File: src/rtl/vga_sprite_engine_if.sv
// Avalon-MM slave bus carrying register accesses into the VGA sprite engine.
interface vga_sprite_engine_if;
   logic        chipselect;
   logic        write;
   logic        read;
   logic [8:0]  address;
   logic [31:0] writedata;
   logic [31:0] readdata;

   modport master (output chipselect, write, read, address, writedata, input readdata);
   modport slave  (input chipselect, write, read, address, writedata, output readdata);
endinterface

File: src/rtl/vga_sprite_engine.sv
// N-sprite compositor between vga_counters and the VGA DAC with double-buffered sprite registers.
// Optional per-sprite collision status and irq are built when SPRITE_COLLISION_EN is defined.
module vga_sprite_engine #(
   parameter int NSPR    = 4,
   parameter int SW      = 32,
   parameter int SH      = 32,
   parameter int HSHIFT  = 1,
   parameter int VACTIVE = 480,
   parameter int RAW     = $clog2(SW*SH)
) (
   input  logic                clk,
   input  logic                reset,
   vga_sprite_engine_if.slave  bus,
   input  logic [10:0]         hcount,
   input  logic [9:0]          vcount,
   input  logic                blank_n_in,
   output logic [NSPR*RAW-1:0] rom_addr,
   input  logic [NSPR*16-1:0]  rom_data,
   output logic [7:0]          vga_r,
   output logic [7:0]          vga_g,
   output logic [7:0]          vga_b,
   output logic                blank_n_out
`ifdef SPRITE_COLLISION_EN
   ,
   output logic                irq
`endif
);

   function automatic logic [23:0] rgb565_to_888(input logic [15:0] c);
      return {c[15:11], c[15:13], c[10:5], c[10:9], c[4:0], c[4:2]};
   endfunction

   function automatic logic sprite_hit(input logic [11:0] px, input logic [11:0] py,
                                       input logic [11:0] x,  input logic [11:0] y);
      return (px >= x) && (px < x + 12'(SW)) && (py >= y) && (py < y + 12'(SH));
   endfunction

   function automatic logic [RAW-1:0] sprite_addr(input logic [11:0] dx, input logic [11:0] dy);
      return RAW'(32'(dy) * 32'(SW) + 32'(dx));
   endfunction

   logic        wr_s;
   logic        rd_s;
   logic [6:0]  idx_s;
   logic [1:0]  fld_s;
   logic        commit_s;
   logic        unused_s;

   assign wr_s     = bus.chipselect && bus.write;
   assign rd_s     = bus.chipselect && bus.read;
   assign idx_s    = bus.address[8:2];
   assign fld_s    = bus.address[1:0];
   assign commit_s = (hcount == 11'd0) && (vcount == 10'(VACTIVE));
   assign unused_s = ^bus.writedata[31:24];

   logic [10:0]     pend_x_q  [NSPR];
   logic [10:0]     pend_x_d  [NSPR];
   logic [10:0]     act_x_q   [NSPR];
   logic [9:0]      pend_y_q  [NSPR];
   logic [9:0]      pend_y_d  [NSPR];
   logic [9:0]      act_y_q   [NSPR];
   logic [NSPR-1:0] pend_en_q;
   logic [NSPR-1:0] pend_en_d;
   logic [NSPR-1:0] act_en_q;
   logic [23:0]     pend_bg_q;
   logic [23:0]     pend_bg_d;
   logic [23:0]     act_bg_q;
   logic [15:0]     pend_key_q;
   logic [15:0]     pend_key_d;
   logic [15:0]     act_key_q;

   // Pending register next-state from Avalon writes
   always_comb begin
      pend_x_d  = pend_x_q;
      pend_y_d  = pend_y_q;
      pend_en_d = pend_en_q;
      for (int i = 0; i < NSPR; i++) begin
         pend_x_d[i]  = (wr_s && idx_s == 7'(i) && fld_s == 2'd0) ? bus.writedata[10:0] : pend_x_q[i];
         pend_y_d[i]  = (wr_s && idx_s == 7'(i) && fld_s == 2'd1) ? bus.writedata[9:0]  : pend_y_q[i];
         pend_en_d[i] = (wr_s && idx_s == 7'(i) && fld_s == 2'd2) ? bus.writedata[0]    : pend_en_q[i];
      end
      pend_bg_d  = (wr_s && idx_s == 7'(NSPR) && fld_s == 2'd0) ? bus.writedata[23:0] : pend_bg_q;
      pend_key_d = (wr_s && idx_s == 7'(NSPR) && fld_s == 2'd1) ? bus.writedata[15:0] : pend_key_q;
   end

   // Pending and active register banks; active reads the old pending value on a commit-cycle write
   always_ff @(posedge clk) begin
      if (reset) begin
         for (int i = 0; i < NSPR; i++) begin
            pend_x_q[i] <= 11'd0;
            pend_y_q[i] <= 10'd0;
            act_x_q[i]  <= 11'd0;
            act_y_q[i]  <= 10'd0;
         end
         pend_en_q  <= {NSPR{1'b0}};
         act_en_q   <= {NSPR{1'b0}};
         pend_bg_q  <= 24'hFFFFFF;
         act_bg_q   <= 24'hFFFFFF;
         pend_key_q <= 16'hF81F;
         act_key_q  <= 16'hF81F;
      end else begin
         pend_x_q   <= pend_x_d;
         pend_y_q   <= pend_y_d;
         pend_en_q  <= pend_en_d;
         pend_bg_q  <= pend_bg_d;
         pend_key_q <= pend_key_d;
         if (commit_s) begin
            act_x_q   <= pend_x_q;
            act_y_q   <= pend_y_q;
            act_en_q  <= pend_en_q;
            act_bg_q  <= pend_bg_q;
            act_key_q <= pend_key_q;
         end else begin
            act_x_q   <= act_x_q;
            act_y_q   <= act_y_q;
            act_en_q  <= act_en_q;
            act_bg_q  <= act_bg_q;
            act_key_q <= act_key_q;
         end
      end
   end

   logic [31:0] status_rd_s;
   logic [31:0] sys_rd_s;
   logic [31:0] rd_mux_s;
   logic [31:0] readdata_d;
   logic [31:0] readdata_q;

   // Read mux over pending values; unmapped locations return zero
   always_comb begin
      rd_mux_s = 32'd0;
      for (int i = 0; i < NSPR; i++) begin
         rd_mux_s = (idx_s == 7'(i) && fld_s == 2'd0) ? {21'd0, pend_x_q[i]}  : rd_mux_s;
         rd_mux_s = (idx_s == 7'(i) && fld_s == 2'd1) ? {22'd0, pend_y_q[i]}  : rd_mux_s;
         rd_mux_s = (idx_s == 7'(i) && fld_s == 2'd2) ? {31'd0, pend_en_q[i]} : rd_mux_s;
      end
      case (fld_s)
         2'd0:    sys_rd_s = {8'd0, pend_bg_q};
         2'd1:    sys_rd_s = {16'd0, pend_key_q};
         2'd2:    sys_rd_s = status_rd_s;
         default: sys_rd_s = 32'd0;
      endcase
      rd_mux_s   = (idx_s == 7'(NSPR)) ? sys_rd_s : rd_mux_s;
      readdata_d = rd_s ? rd_mux_s : readdata_q;
   end

   // Read data register, one cycle after the strobe
   always_ff @(posedge clk) begin
      if (reset) begin
         readdata_q <= 32'd0;
      end else begin
         readdata_q <= readdata_d;
      end
   end

   assign bus.readdata = readdata_q;

   logic [11:0]         px_s;
   logic [11:0]         py_s;
   logic [NSPR-1:0]     hit_s;
   logic [NSPR*RAW-1:0] rom_addr_d;
   logic [NSPR*RAW-1:0] rom_addr_q;
   logic [NSPR-1:0]     hit1_q;
   logic [NSPR-1:0]     hit2_q;
   logic                blank1_q;
   logic                blank2_q;
   logic                blank3_q;

   assign px_s = {1'b0, hcount >> HSHIFT};
   assign py_s = {2'b00, vcount};

   // S0: hit test in 12 bits so sprites clip at the edge instead of wrapping
   always_comb begin
      hit_s      = {NSPR{1'b0}};
      rom_addr_d = rom_addr_q;
      for (int i = 0; i < NSPR; i++) begin
         hit_s[i] = act_en_q[i] &&
                    sprite_hit(px_s, py_s, {1'b0, act_x_q[i]}, {2'b00, act_y_q[i]});
         rom_addr_d[i*RAW +: RAW] = hit_s[i] ?
            sprite_addr(px_s - {1'b0, act_x_q[i]}, py_s - {2'b00, act_y_q[i]}) :
            rom_addr_q[i*RAW +: RAW];
      end
   end

   // S0->S1->S2 pipeline registers; the ROM supplies the S1->S2 data stage itself
   always_ff @(posedge clk) begin
      if (reset) begin
         rom_addr_q <= {(NSPR*RAW){1'b0}};
         hit1_q     <= {NSPR{1'b0}};
         hit2_q     <= {NSPR{1'b0}};
         blank1_q   <= 1'b0;
         blank2_q   <= 1'b0;
      end else begin
         rom_addr_q <= rom_addr_d;
         hit1_q     <= hit_s;
         hit2_q     <= hit1_q;
         blank1_q   <= blank_n_in;
         blank2_q   <= blank1_q;
      end
   end

   assign rom_addr = rom_addr_q;

   logic [NSPR-1:0] opaque_s;
   logic [23:0]     colour_s;
   logic [23:0]     vga_d;
   logic [23:0]     vga_q;

   // S2: lowest-index opaque sprite wins, otherwise background
   always_comb begin
      opaque_s = {NSPR{1'b0}};
      colour_s = act_bg_q;
      for (int i = 0; i < NSPR; i++) begin
         opaque_s[i] = hit2_q[i] && (rom_data[i*16 +: 16] != act_key_q);
      end
      for (int i = NSPR - 1; i >= 0; i--) begin
         colour_s = opaque_s[i] ? rgb565_to_888(rom_data[i*16 +: 16]) : colour_s;
      end
      vga_d = blank2_q ? colour_s : 24'd0;
   end

   // Registered pixel output and aligned blank
   always_ff @(posedge clk) begin
      if (reset) begin
         vga_q    <= 24'd0;
         blank3_q <= 1'b0;
      end else begin
         vga_q    <= vga_d;
         blank3_q <= blank2_q;
      end
   end

   assign vga_r       = vga_q[23:16];
   assign vga_g       = vga_q[15:8];
   assign vga_b       = vga_q[7:0];
   assign blank_n_out = blank3_q;

`ifdef SPRITE_COLLISION_EN
   function automatic logic more_than_one(input logic [NSPR-1:0] v);
      return (v & (v - NSPR'(1'b1))) != {NSPR{1'b0}};
   endfunction

   logic [NSPR-1:0] coll_s;
   logic [NSPR-1:0] acc_d;
   logic [NSPR-1:0] acc_q;
   logic [NSPR-1:0] status_d;
   logic [NSPR-1:0] status_q;
   logic            status_wr_s;
   logic            irq_q;

   assign status_wr_s = wr_s && (idx_s == 7'(NSPR)) && (fld_s == 2'd2);
   assign status_rd_s = {{(32-NSPR){1'b0}}, status_q};

   // Collision accumulation; commit takes priority over a status-clear write
   always_comb begin
      coll_s   = (blank2_q && more_than_one(opaque_s)) ? opaque_s : {NSPR{1'b0}};
      acc_d    = commit_s ? {NSPR{1'b0}} : (acc_q | coll_s);
      status_d = commit_s ? acc_q : (status_wr_s ? {NSPR{1'b0}} : status_q);
   end

   // Collision state and interrupt registers
   always_ff @(posedge clk) begin
      if (reset) begin
         acc_q    <= {NSPR{1'b0}};
         status_q <= {NSPR{1'b0}};
         irq_q    <= 1'b0;
      end else begin
         acc_q    <= acc_d;
         status_q <= status_d;
         irq_q    <= |status_d;
      end
   end

   assign irq = irq_q;
`else
   assign status_rd_s = 32'd0;
`endif

endmodule

File: src/flat_wrapper.sv
// flat-port wrapper written by rule: the top's interface ports become plain ports
module vga_sprite_engine_flat 
#(
   parameter int NSPR    = 4,
   parameter int SW      = 32,
   parameter int SH      = 32,
   parameter int HSHIFT  = 1,
   parameter int VACTIVE = 480,
   parameter int RAW     = $clog2(SW*SH)
)
  (clk, reset, hcount, vcount, blank_n_in, rom_addr, rom_data, vga_r, vga_g, vga_b, blank_n_out, bus_chipselect, bus_write, bus_read, bus_address, bus_writedata, bus_readdata);
  vga_sprite_engine_if bus_i ();
  input  logic clk;
  input  logic reset;
  input  logic [10:0] hcount;
  input  logic [9:0] vcount;
  input  logic blank_n_in;
  output logic [NSPR*RAW-1:0] rom_addr;
  input  logic [NSPR*16-1:0] rom_data;
  output logic [7:0] vga_r;
  output logic [7:0] vga_g;
  output logic [7:0] vga_b;
  output logic blank_n_out;
  input wire logic [$bits(bus_i.chipselect)-1:0] bus_chipselect;
  input wire logic [$bits(bus_i.write)-1:0] bus_write;
  input wire logic [$bits(bus_i.read)-1:0] bus_read;
  input wire logic [$bits(bus_i.address)-1:0] bus_address;
  input wire logic [$bits(bus_i.writedata)-1:0] bus_writedata;
  output wire logic [$bits(bus_i.readdata)-1:0] bus_readdata;
  assign bus_i.chipselect = bus_chipselect;
  assign bus_i.write = bus_write;
  assign bus_i.read = bus_read;
  assign bus_i.address = bus_address;
  assign bus_i.writedata = bus_writedata;
  assign bus_readdata = bus_i.readdata;
  vga_sprite_engine #(.NSPR(NSPR), .SW(SW), .SH(SH), .HSHIFT(HSHIFT), .VACTIVE(VACTIVE), .RAW(RAW)) u_core (.clk(clk), .reset(reset), .bus(bus_i), .hcount(hcount), .vcount(vcount), .blank_n_in(blank_n_in), .rom_addr(rom_addr), .rom_data(rom_data), .vga_r(vga_r), .vga_g(vga_g), .vga_b(vga_b), .blank_n_out(blank_n_out));
endmodule
File: config.mk
export PLATFORM = sky130hd
export DESIGN_NAME = vga_sprite_engine_flat
export DESIGN_NICKNAME = d
export VERILOG_FILES = /design/src/rtl/vga_sprite_engine_if.sv /design/src/rtl/vga_sprite_engine.sv /design/src/flat_wrapper.sv
export SDC_FILE = /design/constraint.sdc
export NUM_CORES = 1
export LEC_CHECK = 0
export CORE_MARGIN = 5
export CORE_UTILIZATION = 44
export CTS_BUF_LIST = sky130_fd_sc_hd__clkbuf_8 sky130_fd_sc_hd__clkbuf_16
export DETAILED_ROUTE_END_ITERATION = 10
export GPL_ROUTABILITY_DRIVEN = 0
export PLACE_DENSITY = 0.65
export SYNTH_ARGS = -nofsm -noshare
export SYNTH_HDL_FRONTEND = slang
export SYNTH_SLANG_ARGS = --single-unit
File: constraint.sdc
create_clock -name clk -period 4.6 [get_ports clk]
set_input_delay 1.38 -clock clk [delete_from_list [all_inputs] [get_ports clk]]
set_output_delay 1.38 -clock clk [all_outputs]
set_load 0.1 [all_outputs]
==> results of run 1 <==
[flip-flops by register name, indices dropped and copies added, names as in the netlist]
register             count
u_core.pend_key_q       16
u_core.pend_y_q         40
u_core.act_en_q          4
u_core.bus.readdata     24
u_core.pend_x_q         44
u_core.vga_q            24
u_core.pend_bg_q        24
u_core.act_y_q          40
u_core.rom_addr         40
u_core.act_key_q        16
u_core.act_bg_q         24
u_core.blank1_q          1
u_core.pend_en_q         4
u_core.blank2_q          1
u_core.hit2_q            4
u_core.blank_n_out       1
u_core.act_x_q          44
u_core.hit1_q            4
[kinds of logic after synthesis]
family                   after synthesis
AO/OA/AOI/OAI                        551
XOR/XNOR                             134
adder cells (fa/ha/maj)              200
buffers and inverters                278
flip-flops                           355
multiplexers                         101
other                                  1
AND/OR/NAND/NOR                      822
[cell type report]
| type | count | area share, % |
|---|---|---|
| clock buffers | 45 | 4.33 |
| clock inverters | 28 | 0.966 |
| inverters | 129 | 1.96 |
| multi-input cells | 1816 | 49.3 |
| flip-flops and latches | 355 | 28.7 |
| well taps | 600 | 3.04 |
| repair buffers | 299 | 11.6 |
[cells in the mapped netlist, types with 11 or more instances]
cell / n / area (sq um)
sky130_fd_sc_hd__a211o_1: 18 / 158
sky130_fd_sc_hd__a211oi_1: 22 / 165
sky130_fd_sc_hd__a21oi_1: 239 / 1200
sky130_fd_sc_hd__a222oi_1: 15 / 150
sky130_fd_sc_hd__a22oi_1: 19 / 143
sky130_fd_sc_hd__a31oi_1: 13 / 81.3
sky130_fd_sc_hd__and2_1: 16 / 100
sky130_fd_sc_hd__buf_2: 11 / 55.1
sky130_fd_sc_hd__buf_4: 13 / 97.6
sky130_fd_sc_hd__clkbuf_1: 119 / 447
sky130_fd_sc_hd__dfxtp_1: 355 / 7110
sky130_fd_sc_hd__fa_1: 40 / 801
sky130_fd_sc_hd__ha_1: 160 / 2000
sky130_fd_sc_hd__inv_1: 128 / 480
sky130_fd_sc_hd__mux2i_1: 92 / 921
sky130_fd_sc_hd__nand2_1: 417 / 1570
sky130_fd_sc_hd__nand2b_1: 20 / 125
sky130_fd_sc_hd__nand3_1: 85 / 425
sky130_fd_sc_hd__nand4_1: 20 / 125
sky130_fd_sc_hd__nor2_1: 133 / 499
sky130_fd_sc_hd__nor2b_1: 43 / 269
sky130_fd_sc_hd__nor3_1: 39 / 195
sky130_fd_sc_hd__nor4_1: 12 / 75.1
sky130_fd_sc_hd__o211a_1: 15 / 150
sky130_fd_sc_hd__o21a_1: 19 / 143
sky130_fd_sc_hd__o21ai_0: 89 / 445
sky130_fd_sc_hd__o22ai_1: 26 / 163
sky130_fd_sc_hd__xnor2_1: 92 / 806
sky130_fd_sc_hd__xor2_1: 42 / 368
[path summary, 6_finish.rpt]
check                           cells past startpoint             endpoint         startpoint
worst max register to register                     12  u_core.rom_addr[39]  u_core.act_y_q[1]
worst max-delay path                               14  u_core.rom_addr[38]          vcount[0]
worst min register to register                      1     u_core.hit2_q[0]   u_core.hit1_q[0]
worst min-delay path                                1     u_core.hit2_q[0]   u_core.hit1_q[0]
[where the power goes]
part	leakage (nW)	internal (mW)	switching (mW)
logic	5.71	0.402	0.554
clock network	0.694	1.85	1.38
registers	2.86	3.08	0.00272
total	9.27	5.33	1.94
[layer usage]
layer  up-vias  wire length, um  track usage [%]  part of all wire [%]
met2       730            30300             39.8                    44
met3       130             4930             4.86                   7.2
met1      8866            30500             36.5                    45
li1       8827                -                -                     -
met4         2             2410             8.59                   3.5
met5         -               11                0                 0.016
==> implementation parameters, run 1 <==
Parameter                              Value

Routing
  Detailed-route wire length per cell    20.8 um
  Via count    18600
  Residual DRC count    0
  Post-route ant nets    0
  Number of vias per cell after detailed routing    5.67
  Count of TritonRoute iterations in the first routing pass    8
  Detailed Route Iter0 Violations    1860
  Wirelength, routed    68.1 mm

Die
  Full die area    0.0507 sq mm
  Horizontal die dimension    225 um
  Die Y-Extent    225 um
  Number of top-level pins    229
  Starting utilization of the core area    44.7%
  Cell row count    78
  Placeable core region    0.0456 sq mm

Layout
  Layout cell share with drive strength beyond 1    6.55%
  Post-layout instance count excluding filler cells    3272
  Final core utilization    54.3%
  Area growth syn-to-layout    21.4%
  Register area    0.00711 sq mm
  Layout filler cell count    4190
  Fin area    0.0247 sq mm
  Final-stage net count    2973
  Most common cell after layout, fill and taps aside    sky130_fd_sc_hd__nand2_1
  Top library cells by usage in the layout, fill and taps aside    417 x sky130_fd_sc_hd__nand2_1, 355 x sky130_fd_sc_hd__dfxtp_1, 239 x sky130_fd_sc_hd__a21oi_1
  Total area of multi-input combinational cells    0.0122 sq mm
  Antenna Cells    0

Synthesis
  Multiplexer area fraction after synthesis    5.02%
  Largest family of logic cells by synthesized area    simple AND/OR/NAND/NOR gates
  Synth unique cells    71
  Xor/xnor cell area share of the yosys netlist    5.76%
  Leading register cell type out of synthesis    sky130_fd_sc_hd__dfxtp_1
  Complex-gate fraction of the synthesized area    17.0%
  Netlist area before placement    0.0204 sq mm
  Post-synthesis share of cell area spent on full adders, half adders and majority gates    13.8%
  Total of warnings raised by yosys    0
  Share of synthesized registers carrying an async set or reset    0%
  Gate count of the mapped netlist    2442
  Synthesis-stage register bit count    355
  Avg Inst Size Synth    8.34 sq um
  Seq/Total Area, Yosys    34.9%
  Number of flops mapped to enable cells by yosys    0
  Post-Synth Simple-Gate Area    18.0%

Worst setup path
  Top cell by count, worst path    sky130_fd_sc_hd__a21oi_1
  CP Data Arrival Time    4.78 ns
  Cell type of the slowest stage on the worst timing path    sky130_fd_sc_hd__fa_1
  Cell family with the largest share of critical-path delay    adder cells
  Critical Path Source Type    primary input
  Kind of end point of the critical path    flop
  Startpoint-to-endpoint class of the critical path    in2reg
  Reg-to-reg setup timing slack    1.42 ns
  Critical-path maximum fanout    4
  Data required, critical path    5.10 ns
  WP buf/inv    4
  Critical Path Max Stage Delay    0.59 ns
  Cells along the critical path    clkdlybuf4s50_1, inv_1, buf_4, ha_1, inv_1, fa_1, fa_1, ha_1, or2_2, a21oi_1, a21oi_1, xor2_1, nand3_1, a21oi_1

Clock network
  Buffer count from post-CTS setup fixing    0
  Clock insertion delay at the later pin of the skew report    0.59 ns
  CTS-repair resized insts    0
  Total CTS buffers    40
  Hold buffer count at CTS    0
  CTS clock-pin slew for the worst setup and hold paths    0.06 ns
  Sink count of the clock tree    355
  Number of levels the H-tree was split into    2
  CTS Root Buffer Type    sky130_fd_sc_hd__clkbuf_16
  Clock Path Buffers    3
  CTS tree    yes

Power
  Maximum vdd drop    0.217 mV
  Pwr dens    294 mW/mm^2
  LEAKAGE    9.27 nW
  Total power of the final layout    7.27 mW

Global route
  Antenna violations before repair    1
  Maximum number of pins on one net before global-route repair    150
  Via count of the first global-routing pass    17900
  Total congestion overflow after global routing    0
  All-layer global routing usage    25.8%
  Global-route wire length before repair    103 mm

Run status
  Run status    finished, final reports clean

STA
  Sum of negative setup slack    0 ns
  Setup violations, final    0
  Fin. max-slew vios    0
  Final count of hold timing violations    0
  Smallest hold slack    0.431 ns
  Setup repair after global routing missed its margin    no
  Post-route minimum period    4.28 ns
  Worst Tran Pin Value    1.33 ns
  Worst Clk Skew    0.0210 ns
  Max Clk Rate    234 MHz
  Worst max-slew margin expressed relative to the limit    10.6%
  Setup ws final    0.322 ns
  Fraction of the cycle the final worst path needs    93.0%

Placed design
  Total placed instance area    0.0234 sq mm
  Buffers added on ports    212
  Detailed placement HPWL    51.3 mm
  Worst slack at placement    -0.227 ns
  Instance count after placement with tap cells included    3199

Min path
  Type of the tightest min-delay check    reg2reg

Job
  Max Cap Viol    0
Note: power is estimated with default switching activity, not from simulation.
==> run 2, diff against run 1 <==
--- a/config.mk
+++ b/config.mk
@@ -5,11 +5,14 @@
 export SDC_FILE = /design/constraint.sdc
 export NUM_CORES = 1
 export LEC_CHECK = 0
+export ABC_AREA = 1
 export CORE_MARGIN = 5
 export CORE_UTILIZATION = 44
 export CTS_BUF_LIST = sky130_fd_sc_hd__clkbuf_8 sky130_fd_sc_hd__clkbuf_16
+export CTS_CLUSTER_SIZE = 40
 export DETAILED_ROUTE_END_ITERATION = 10
 export GPL_ROUTABILITY_DRIVEN = 0
+export MAX_ROUTING_LAYER = met4
 export PLACE_DENSITY = 0.65
 export SYNTH_ARGS = -nofsm -noshare
 export SYNTH_HDL_FRONTEND = slang
==> run 2 against run 1 <==
  * Core utilization shrank 0.95 points
  * Hold slack got worse by 0.025 ns
  * Power decreased by 0.84%
  * Via count rose by 9.0%
  * Design area increased by 2.7%
  * Sequential power about the same
  * Final cell count increased by 15%
  * Register-to-register slack improved by 0.20 ns
  * Non-clock buffer count shrank 5
  * Wire length rose by 0.84%
==> implementation parameters, run 2 <==
Parameter                              Value

Worst setup path
  Startpoint-to-endpoint class of the critical path    in2reg (unchanged)
  Origin of the critical flop-to-flop path    u_core.act_y_q[10] (was u_core.act_y_q[1])
  Cell type of the slowest stage on the worst timing path    sky130_fd_sc_hd__fa_1 (unchanged)
  CP Data Arrival Time    4.60 ns (was 4.78 ns)
  Critical-path maximum fanout    5 (was 4)
  Critical Path Source Type    primary input (unchanged)
  Data required, critical path    5.11 ns (was 5.10 ns)
  Worst reg2reg path endpoint    u_core.rom_addr[28] (was u_core.rom_addr[39])
  Reg-to-reg setup timing slack    1.62 ns (was 1.42 ns)
  Register-to-Register Path Depth    11 (was 12)
  Critical Path Max Stage Delay    0.47 ns (was 0.59 ns)
  Top cell by count, worst path    sky130_fd_sc_hd__inv_1 (was sky130_fd_sc_hd__a21oi_1)
  Kind of end point of the critical path    flop (unchanged)
  Cells along the critical path    clkdlybuf4s50_1, inv_1, buf_12, ha_1, inv_1, fa_1, xor2_1, fa_1, ha_1, inv_1, o311ai_0, xor2_1, o21ai_0, nor2_1 (was clkdlybuf4s50_1, inv_1, buf_4, ha_1, inv_1, fa_1, fa_1, ha_1, or2_2, a21oi_1, a21oi_1, xor2_1, nand3_1, a21oi_1)

Synthesis
  Total of warnings raised by yosys    0 (unchanged)
  Seq/Total Area, Yosys    33.7% (was 34.9%)
  Share of synthesized registers carrying an async set or reset    0% (unchanged)
  Most frequent cells after synthesis    544 x sky130_fd_sc_hd__nand2_1, 389 x sky130_fd_sc_hd__inv_1, 364 x sky130_fd_sc_hd__a21oi_1, 355 x sky130_fd_sc_hd__dfxtp_1, 257 x sky130_fd_sc_hd__o21ai_0 (was 417 x sky130_fd_sc_hd__nand2_1, 355 x sky130_fd_sc_hd__dfxtp_1, 239 x sky130_fd_sc_hd__a21oi_1, 160 x sky130_fd_sc_hd__ha_1, 133 x sky130_fd_sc_hd__nor2_1)
  Most repeated cell in the gate-level netlist after synthesis    sky130_fd_sc_hd__nand2_1 (unchanged)
  Largest area contributor in the netlist    sky130_fd_sc_hd__dfxtp_1 (unchanged)
  Number of flops mapped to enable cells by yosys    0 (unchanged)
  Leading post-synthesis cells by cell area    sky130_fd_sc_hd__dfxtp_1 34%, sky130_fd_sc_hd__nand2_1 9.7%, sky130_fd_sc_hd__ha_1 9.5%, sky130_fd_sc_hd__a21oi_1 8.6%, sky130_fd_sc_hd__inv_1 6.9% (was sky130_fd_sc_hd__dfxtp_1 35%, sky130_fd_sc_hd__ha_1 9.8%, sky130_fd_sc_hd__nand2_1 7.7%, sky130_fd_sc_hd__a21oi_1 5.9%, sky130_fd_sc_hd__mux2i_1 4.5%)
  Synthesis-stage register bit count    355 (unchanged)
  Leading register cell type out of synthesis    sky130_fd_sc_hd__dfxtp_1 (unchanged)
  Netlist area before placement    0.0211 sq mm (was 0.0204 sq mm)
  Avg Inst Size Synth    7.27 sq um (was 8.34 sq um)
  Synth unique cells    49 (was 71)
  Post-synth top area share    33.7% (was 34.9%)
  Gate count of the mapped netlist    2902 (was 2442)

Clock network
  CTS tree    yes (unchanged)
  Number of levels the H-tree was split into    2 (unchanged)
  Sink count of the clock tree    355 (unchanged)
  Clock Path Buffers    3 (unchanged)
  CTS-repair resized insts    0 (unchanged)
  CTS Root Buffer Type    sky130_fd_sc_hd__clkbuf_16 (unchanged)
  Buffer count from post-CTS setup fixing    0 (unchanged)
  Total CTS buffers    40 (unchanged)
  Hold buffer count at CTS    0 (unchanged)
  Clock insertion delay at the later pin of the skew report    0.58 ns (was 0.59 ns)
  CTS clock-pin slew for the worst setup and hold paths    0.05 ns (was 0.06 ns)

Die
  Full die area    0.0525 sq mm (was 0.0507 sq mm)
  Horizontal die dimension    229 um (was 225 um)
  Cell row count    80 (was 78)
  Starting utilization of the core area    44.3% (was 44.7%)
  Placeable core region    0.0476 sq mm (was 0.0456 sq mm)
  Die Y-Extent    229 um (was 225 um)
  Number of top-level pins    229 (unchanged)

Layout
  Layout filler cell count    4557 (was 4190)
  Fin area    0.0254 sq mm (was 0.0247 sq mm)
  Top library cells by usage in the layout, fill and taps aside    544 x sky130_fd_sc_hd__nand2_1, 403 x sky130_fd_sc_hd__inv_1, 364 x sky130_fd_sc_hd__a21oi_1 (was 417 x sky130_fd_sc_hd__nand2_1, 355 x sky130_fd_sc_hd__dfxtp_1, 239 x sky130_fd_sc_hd__a21oi_1)
  Layout cell share with drive strength beyond 1    5.61% (was 6.55%)
  Most common cell after layout, fill and taps aside    sky130_fd_sc_hd__nand2_1 (unchanged)
  Post-layout instance count excluding filler cells    3758 (was 3272)
  Area growth syn-to-layout    20.3% (was 21.4%)
  Final-stage net count    3438 (was 2973)
  Final core utilization    53.3% (was 54.3%)
  Largest registers    u_core.act_x_q: 44 flops, u_core.pend_x_q: 44 flops (unchanged)

Power
  Total power of the final layout    7.21 mW (was 7.27 mW)
  Pwr dens    284 mW/mm^2 (was 294 mW/mm^2)
  Maximum vdd drop    0.248 mV (was 0.217 mV)
  LEAKAGE    10.9 nW (was 9.27 nW)

Global route
  Global-route wire length before repair    105 mm (was 103 mm)
  Maximum number of pins on one net before global-route repair    113 (was 150)
  Antenna violations before repair    6 (was 1)
  Via count of the first global-routing pass    18900 (was 17900)
  Total congestion overflow after global routing    0 (unchanged)
  All-layer global routing usage    25.7% (was 25.8%)

STA
  Smallest hold slack    0.406 ns (was 0.431 ns)
  Worst Clk Skew    0.0260 ns (was 0.0210 ns)
  Max Clk Rate    245 MHz (was 234 MHz)
  Sum of negative setup slack    0 ns (unchanged)
  Final count of hold timing violations    0 (unchanged)
  Post-route minimum period    4.09 ns (was 4.28 ns)
  Setup violations, final    0 (unchanged)
  Worst max-slew margin expressed relative to the limit    30.6% (was 10.6%)
  Fin. max-slew vios    0 (unchanged)
  Worst Tran Pin Value    1.04 ns (was 1.33 ns)
  Setup repair after global routing missed its margin    no (unchanged)
  Fraction of the cycle the final worst path needs    88.9% (was 93.0%)
  Setup ws final    0.511 ns (was 0.322 ns)

Min path
  Hold endpoint    u_core.hit2_q[0] (unchanged)
  Hold_sp    u_core.hit1_q[0] (unchanged)
  Number of cells on the worst hold path    2 (was 1)
  Type of the tightest min-delay check    reg2reg (unchanged)

Placed design
  Total placed instance area    0.0241 sq mm (was 0.0234 sq mm)
  Detailed placement HPWL    53.1 mm (was 51.3 mm)
  Buffers added on ports    212 (unchanged)
  Instance count after placement with tap cells included    3679 (was 3199)
  Worst slack at placement    -0.0564 ns (was -0.227 ns)

Routing
  Detailed Route Iter0 Violations    1903 (was 1860)
  Count of TritonRoute iterations in the first routing pass    6 (was 8)
  Wirelength, routed    68.7 mm (was 68.1 mm)
  Detailed-route wire length per cell    18.3 um (was 20.8 um)
  Residual DRC count    0 (unchanged)
  Via count    20200 (was 18600)
  Post-route ant nets    0 (unchanged)
  Number of vias per cell after detailed routing    5.38 (was 5.67)

Job
  Max Cap Viol    0 (unchanged)

Run status
  Run status    finished, final reports clean (unchanged)
[run 2: cell count changes in the layout (fill, tap and decap cells not counted), sizes merged, moves of 48 or more]
| cell | previous run | this run |
|---|---|---|
| mux2i | 92 | 0 |
| o211ai | 2 | 78 |
| o21ai | 90 | 259 |
| inv | 145 | 414 |
| xnor2 | 92 | 44 |
| nand2 | 417 | 549 |
| a21oi | 239 | 364 |
| nor2 | 133 | 196 |
[run 2: metal layers]
layer / wire (um) / share of wire (%) / GRT usage [%]
met1: 32200 / 47 / 36.7
met2: 29200 / 42 / 37.6
met3: 5090 / 7.4 / 3.91
met4: 2250 / 3.3 / 8.02
met5: 0 / 0 / -
[run 2: logic make-up (layout without fill, tap and decap cells)]
family | count (synthesis) | in the layout | synth area share (%)
AND/OR/NAND/NOR | 924 | 924 | 18.4
AO/OA/AOI/OAI | 778 | 778 | 20.3
buffers and inverters | 539 | 766 | 10.1
flip-flops | 355 | 355 | 33.7
adder cells (fa/ha/maj) | 200 | 200 | 13.3
XOR/XNOR | 105 | 105 | 4.36
other | 1 | 15 | 0.0178
[run 2: worst max-delay path by stage]
stage / startpoint / end / slack (ns) / depth (start not counted)
floorplan: vcount[0] / u_core.rom_addr[28] / 0.71 / 12
detailed placement: vcount[0] / u_core.rom_addr[28] / -0.06 / 14
finish: vcount[0] / u_core.rom_addr[28] / 0.51 / 14
global placement: vcount[0] / u_core.rom_addr[28] / -0.009 / 14
CTS: vcount[0] / u_core.rom_addr[28] / 0.53 / 14
global route: vcount[0] / u_core.rom_addr[29] / 0.35 / 15
[run 2: worst max-delay path, delay by kind of cell]
family                   cells  cell delay (ns)
AO/OA/AOI/OAI                2             0.49
XOR/XNOR                     2             0.47
adder cells (fa/ha/maj)      4             1.38
buffers and inverters        5             0.77
AND/OR/NAND/NOR              1             0.11
[run 2: where the power goes]
part	switching, mW	internal, mW	total [mW]
clock network	1.35	1.77	3.12
logic	0.610	0.398	1.01
registers	0.00286	3.08	3.08
[run 2: final cells by class]
type | instances | area, sq um | area share (%)
multi-input cells | 2015 | 11900 | 46.9
diodes | 7 | 17.5 | 0.0690
clock inverters | 26 | 176 | 0.695
inverters | 400 | 1510 | 5.93
repair buffers | 294 | 2810 | 11.1
flip-flops and latches | 355 | 7110 | 28.0
well taps | 615 | 769 | 3.03
clock buffers | 46 | 1090 | 4.31
